File: src/rtl/data_mem_ctrl.sv
// data_mem_ctrl: serialises CPU 8/16/32-bit loads/stores onto a byte bus.
// Optional: define DATA_MEM_MISALIGN_CHK_EN to reject misaligned half/word.
module data_mem_ctrl #(
  parameter int LEN        = 32,
  parameter int ADDR_WIDTH = 17,
  parameter int BYTE_SIZE  = 8
) (
  input  logic                  clk,
  input  logic                  rst_n,
  input  logic                  mem_vis_enabled,
  input  logic [1:0]            memory_vis_signal,
  input  logic [1:0]            mem_size,
  input  logic                  mem_sign_ext,
  input  logic [ADDR_WIDTH-1:0] mem_data_addr,
  input  logic [LEN-1:0]        mem_write_data,
  output logic [LEN-1:0]        mem_read_data,
  output logic [1:0]            mem_vis_status,
  output logic [ADDR_WIDTH-1:0] mem_vis_addr,
  output logic [1:0]            mem_vis_signal,
  output logic [BYTE_SIZE-1:0]  writen_data,
  input  logic [BYTE_SIZE-1:0]  mem_data
);

  typedef enum logic [2:0] {
    S_IDLE,
    S_READ,
    S_WRITE,
    S_DONE,
    S_ERR
  } state_t;

  state_t                r_state, w_state;
  logic [2:0]            r_cnt, w_cnt, w_nxt;
  logic [2:0]            r_n, w_nin;
  logic [ADDR_WIDTH-1:0] r_base, w_off;
  logic [LEN-1:0]        r_wdata;
  logic [LEN-1:0]        r_rbuf, w_rbuf, w_ext;
  logic                  r_sext;
  logic                  w_acc, w_sgn;
  logic [1:0]            w_bidx;
  logic [1:0]            w_status, w_sig;
  logic [ADDR_WIDTH-1:0] w_addr;
  logic [BYTE_SIZE-1:0]  w_wdat;
  logic [LEN-1:0]        w_rdata;
`ifdef DATA_MEM_MISALIGN_CHK_EN
  logic                  w_mis;
`endif

  function automatic logic [BYTE_SIZE-1:0] byte_of(
    input logic [LEN-1:0] d,
    input logic [1:0]     k
  );
    byte_of = d[k*BYTE_SIZE +: BYTE_SIZE];
  endfunction

  assign w_acc = mem_vis_enabled &&
    (memory_vis_signal == 2'b01 || memory_vis_signal == 2'b10);
  assign w_nxt  = r_cnt + 3'd1;
  assign w_off  = {{(ADDR_WIDTH-3){1'b0}}, w_nxt};
  assign w_bidx = 2'(r_cnt - 3'd1);

`ifdef DATA_MEM_MISALIGN_CHK_EN
  assign w_mis =
    (mem_size == 2'b01 && mem_data_addr[0]) ||
    (mem_size[1] && mem_data_addr[1:0] != 2'b00);
`endif

  always_comb begin
    w_nin = 3'd4;
    unique case (mem_size)
      2'b00:   w_nin = 3'd1;
      2'b01:   w_nin = 3'd2;
      default: w_nin = 3'd4;
    endcase
  end

  // byte j-1 arrives while the counter reads j
  always_comb begin
    w_rbuf = r_rbuf;
    if (r_state == S_READ && r_cnt != 3'd0)
      w_rbuf[w_bidx*BYTE_SIZE +: BYTE_SIZE] = mem_data;
  end

  always_comb begin
    w_sgn = 1'b0;
    w_ext = w_rbuf;
    unique case (r_n)
      3'd1: begin
        w_sgn = r_sext & w_rbuf[BYTE_SIZE-1];
        w_ext = {{(LEN-BYTE_SIZE){w_sgn}},
                 w_rbuf[BYTE_SIZE-1:0]};
      end
      3'd2: begin
        w_sgn = r_sext & w_rbuf[2*BYTE_SIZE-1];
        w_ext = {{(LEN-2*BYTE_SIZE){w_sgn}},
                 w_rbuf[2*BYTE_SIZE-1:0]};
      end
      default: w_ext = w_rbuf;
    endcase
  end

  // next-cycle values; every output is registered from these
  always_comb begin
    w_state  = r_state;
    w_cnt    = r_cnt;
    w_status = 2'b00;
    w_sig    = 2'b00;
    w_addr   = '0;
    w_wdat   = '0;
    w_rdata  = mem_read_data;
    unique case (r_state)
      S_IDLE: begin
        if (w_acc) begin
`ifdef DATA_MEM_MISALIGN_CHK_EN
          if (w_mis) begin
            w_state  = S_ERR;
            w_status = 2'b11;
          end else
`endif
          begin
            w_cnt    = 3'd0;
            w_status = 2'b01;
            w_addr   = mem_data_addr;
            if (memory_vis_signal == 2'b01) begin
              w_state = S_READ;
              w_sig   = 2'b01;
            end else begin
              w_state = S_WRITE;
              w_sig   = 2'b10;
              w_wdat  = mem_write_data[BYTE_SIZE-1:0];
            end
          end
        end
      end
      S_READ: begin
        w_cnt = w_nxt;
        if (r_cnt == r_n) begin
          w_state  = S_DONE;
          w_status = 2'b10;
          w_rdata  = w_ext;
        end else begin
          w_status = 2'b01;
          if (w_nxt != r_n) begin
            w_sig  = 2'b01;
            w_addr = r_base + w_off;
          end
        end
      end
      S_WRITE: begin
        w_cnt = w_nxt;
        if (w_nxt == r_n) begin
          w_state  = S_DONE;
          w_status = 2'b10;
        end else begin
          w_status = 2'b01;
          w_sig    = 2'b10;
          w_addr   = r_base + w_off;
          w_wdat   = byte_of(r_wdata, w_nxt[1:0]);
        end
      end
      S_DONE:  w_state = S_IDLE;
      S_ERR:   w_state = S_IDLE;
      default: w_state = S_IDLE;
    endcase
  end

  always_ff @(posedge clk or negedge rst_n) begin
    if (!rst_n) begin
      r_state        <= S_IDLE;
      r_cnt          <= 3'd0;
      r_n            <= 3'd1;
      r_base         <= '0;
      r_wdata        <= '0;
      r_rbuf         <= '0;
      r_sext         <= 1'b0;
      mem_read_data  <= '0;
      mem_vis_status <= 2'b00;
      mem_vis_addr   <= '0;
      mem_vis_signal <= 2'b00;
      writen_data    <= '0;
    end else begin
      r_state        <= w_state;
      r_cnt          <= w_cnt;
      mem_read_data  <= w_rdata;
      mem_vis_status <= w_status;
      mem_vis_addr   <= w_addr;
      mem_vis_signal <= w_sig;
      writen_data    <= w_wdat;
      if (r_state == S_READ)
        r_rbuf <= w_rbuf;
      if (r_state == S_IDLE && w_acc) begin
        r_base  <= mem_data_addr;
        r_wdata <= mem_write_data;
        r_n     <= w_nin;
        r_sext  <= mem_sign_ext;
        r_rbuf  <= '0;
      end
    end
  end

endmodule

File: config.mk
export PLATFORM = sky130hd
export DESIGN_NAME = data_mem_ctrl
export DESIGN_NICKNAME = d
export VERILOG_FILES = /design/src/rtl/data_mem_ctrl.sv
export SDC_FILE = /design/constraint.sdc
export NUM_CORES = 1
export LEC_CHECK = 0
export CAP_MARGIN = 20
export CORE_MARGIN = 2
export CORE_UTILIZATION = 41
export CTS_BUF_LIST = sky130_fd_sc_hd__clkbuf_4 sky130_fd_sc_hd__clkbuf_8
export DETAILED_ROUTE_END_ITERATION = 8
export DONT_BUFFER_PORTS = 1
export GPL_TIMING_DRIVEN = 0
export PLACE_DENSITY_LB_ADDON = 0.05
export SYNTH_ARGS = -nofsm -noshare
export SYNTH_HDL_FRONTEND = slang
export SYNTH_SLANG_ARGS = --single-unit
File: constraint.sdc
create_clock -name clk -period 6.38 [get_ports clk]
set_clock_uncertainty 0.1 [all_clocks]
set_input_delay 0.638 -clock clk [delete_from_list [all_inputs] [get_ports clk]]
set_output_delay 0.638 -clock clk [all_outputs]
set_load 0.01 [all_outputs]
==> run_results.csv <==
group,metric,value,unit
sta,hold_viol,0,
placement,dp_hpwl,11900,um
clocking,cts_made_buffers,17,
cells_and_area,fin_area,7490,um^2
cells_and_area,syn_to_final_growth,10.5,%
clocking,clock-sinks,151,
logic_synthesis,syn_inst,666,
sta,maxSlewViolCount,0,
clocking,cts_setup_buffers,0,
placement,port_buffers,0,
placement,placed_area,7040,um^2
drt,drc,0,
drt,ant_nets,0,
drt,drt_wl_total,17300,um
drt,drt_pass1_iterations,5,
sta,period_share,65.8,%
clocking,cts_root_buf,"clkbuf_8",
clocking,post_cts_resized,0,
critical_path,worstSetupPathType,"flop to flop",
floorplan,core,16000,um^2
power_and_ir_drop,power_leakage,3.64,nW
global_routing,grt_pass1_vias,5163,
hold_path,hold_path_class,"input port to asynchronous set/reset pin",
floorplan,die_h,133,um
clocking,clk_path_buf_depth,2,
outcome,outcome,"finished clean",
drt,vias,4870,
cells_and_area,drive_gt1_share,8.87,%
clocking,cts_hold_buffers,1,
clocking,htreeDepth,4,
sta,fmax,0.238,GHz
sta,rsz0062_at_grt,"no",
logic_synthesis,synth-seq-cells,151,
global_routing,track_usage,20.7,%
global_routing,grt_max_degree,152,
logic_synthesis,avgSynthCellArea,10.2,um^2
floorplan,dieArea,17600,um^2
placement,gp_congestion,0.751,
global_routing,antenna_found_initial,0,
sta,worst_pin_slew,0.848,ns
logic_synthesis,synthArstFlopShare,100,%
critical_path,end_kind,"flop",
global_routing,grt_pass1_wl,28100,um
drt,wl_per_cell,18.9,um
sta,tns,0,ns
critical_path,cp_slowest_cell,"or4_1",
flow_run,timing.max_cap.violations,0,
critical_path,crit_fanout,10,
floorplan,ios,126,
critical_path,slowest_delay,0.59,ns
logic_synthesis,syn-num-nets,746,
logic_synthesis,synth_flop_cell,"dfrtp_1",
power_and_ir_drop,p_per_area,501,nW/um^2
floorplan,start_util,42.3,%
critical_path,arrival,4.46,ns
cells_and_area,num_antenna_cells,0,
logic_synthesis,ys_warn_count,0,
logic_synthesis,synth_edf_count,0,
global_routing,grt-ovfl-total,0,
logic_synthesis,ys_types,57,
clocking,cts_tree,"done",
logic_synthesis,ys_seq_area_share,55.8,%
critical_path,crit_chain,"buf_4, inv_1, ha_1, buf_2, inv_1, fa_1, nor2b_1, o21ai_1, or4_1, xor2_1, o22ai_1",
floorplan,die_w,133,um
clocking,worst_setup_hold_path_clk_slew,0.09,ns
clocking,insertion_delay,0.45,ns
power_and_ir_drop,peakVddDrop,189,uV
critical_path,cp.required,6.65,ns
critical_path,critPathLaunchType,"flop",
sta,relSlewSlack,43.0,%
floorplan,num_rows,46,
sta,min_period,4.20,ns
sta,finalSetupViolations,0,
critical_path,crit_top_cell,"inv_1",
drt,vias_per_cell,5.32,
logic_synthesis,syn-cell-area,6770,um^2
drt,drtIter0Drc,272,
cells_and_area,layout.nets,766,
[synthesized netlist by cell type, drive strengths merged (4+ instances only)]
cell type / n / area share (%)
o21ai: 12 / 0.89
buf: 12 / 1.0
inv: 17 / 0.94
and2: 16 / 1.5
nor2: 76 / 4.2
xor2: 8 / 1.0
dfrtp: 150 / 55
o22ai: 4 / 0.37
a32o: 8 / 1.2
ha: 14 / 2.6
o22a: 24 / 3.1
a21oi: 30 / 2.3
nand3: 10 / 0.81
mux2i: 16 / 2.4
mux4: 8 / 2.7
and3: 4 / 0.37
nand2: 169 / 9.4
nand2b: 4 / 0.37
xnor2: 10 / 1.3
clkbuf: 22 / 1.2
a22oi: 16 / 1.8
[flip-flops by register name (all words and copies together) (netlist names)]
signal and cells:
r_wdata 32, mem_vis_status 2, r_base 17, mem_vis_signal 2, r_cnt 3, writen_data 8
mem_vis_addr 17, r_rbuf 32, r_sext 1, r_state 2, r_n 3, mem_read_data 32
[kinds of logic after synthesis]
family | after synthesis | synth area share [%]
xor gates and xnor gates | 19 | 2.68
buffers and inverters | 51 | 3.16
and+or+nand+nor | 297 | 18.8
DFF | 151 | 55.8
adders and majority gates | 15 | 2.88
muxes | 26 | 5.52
AOI/OAI and AO/OA | 107 | 11.2
[path summary, 6_finish.rpt]
path	endpoint	cells after the start	slack (ns)	start
hold / removal	r_wdata[12]	1	0.09	rst_n
max in group asynchronous	r_rbuf[30]	1	5.55	rst_n
setup / recovery	mem_vis_addr[16]	11	2.18	r_cnt[0]
hold reg to reg	r_wdata[16]	2	0.38	r_wdata[16]
min in group clk	r_n[0]	1	0.15	mem_size[1]
setup reg to reg	mem_vis_addr[16]	11	2.18	r_cnt[0]
[per-stage QoR]
stage                     worst slack (ns)  util (%)  total power [mW]  std cells  hold slack [ns]
after floorplan                       3.06         -              2.62        666            0.242
after global placement                2.25      44.0              2.94        882            0.246
after detailed placement              2.22      44.0              2.99        882            0.246
after CTS                             2.18      46.8              3.79        915            0.111
after global routing                  1.92      46.8              4.05        915           0.0956
final                                 2.18      46.8              3.75        915           0.0915
[worst max-delay path: cells and delay by family, from the launching register on]
kind | cells | cell delay (ns)
buf+inv | 4 | 1.03
fa+ha+maj | 2 | 0.99
simple gates | 2 | 0.86
flops | 1 | 0.54
compound gates | 2 | 0.42
xor+xnor | 1 | 0.16
[routing by layer]
| metal | track usage [%] | share of wire, % |
|---|---|---|
| met5 | 0 | 0 |
| met4 | 8.18 | 1.4 |
| met3 | 5.21 | 5.2 |
| met2 | 32.1 | 47 |
| met1 | 27.9 | 47 |
[power breakdown]
part / internal [mW] / switching, mW
Clock: 0.393 / 0.376
Sequential: 1.31 / 0.306
Combinational: 0.584 / 0.778
[cell type report]
cell class | instances | area [um^2]
fillers | 1556 | 8510
flip-flops and latches | 151 | 3780
multi-input cells | 464 | 2780
well taps | 216 | 270
clock buffers | 18 | 241
clock inverters | 14 | 174
plain buffers | 34 | 150
inverters | 17 | 63.8
repair buffers | 1 | 27.5
[cell usage in the layout (no fill, tap or decap), types with 2 or more instances in the layout]
| master | instances |
|---|---|
| clkbuf_1 | 22 |
| o211ai_1 | 2 |
| buf_1 | 3 |
| and3_1 | 4 |
| buf_2 | 6 |
| a32o_1 | 8 |
| nand2b_1 | 4 |
| o22ai_1 | 4 |
| nor3b_1 | 2 |
| clkinv_2 | 2 |
| xor2_1 | 8 |
| a21oi_1 | 29 |
| o21ai_0 | 9 |
| o21ai_1 | 3 |
| nor4_1 | 2 |
| buf_4 | 2 |
| and2_1 | 16 |
| o31a_1 | 2 |
| xnor2_1 | 10 |
| clkinv_4 | 3 |
| nand4_1 | 3 |
| inv_6 | 2 |
| inv_1 | 17 |
| dfrtp_1 | 150 |
| a22oi_1 | 16 |
| clkbuf_8 | 17 |
| mux2_4 | 2 |
| bufinv_16 | 3 |
| mux4_2 | 8 |
| ha_1 | 14 |
| nand3_1 | 9 |
| clkinvlp_4 | 4 |
| mux2i_1 | 15 |
| o22a_1 | 24 |
| a31oi_1 | 2 |
| nor2_1 | 76 |
| nand2_1 | 168 |
Power figures use the tool's default switching activity.
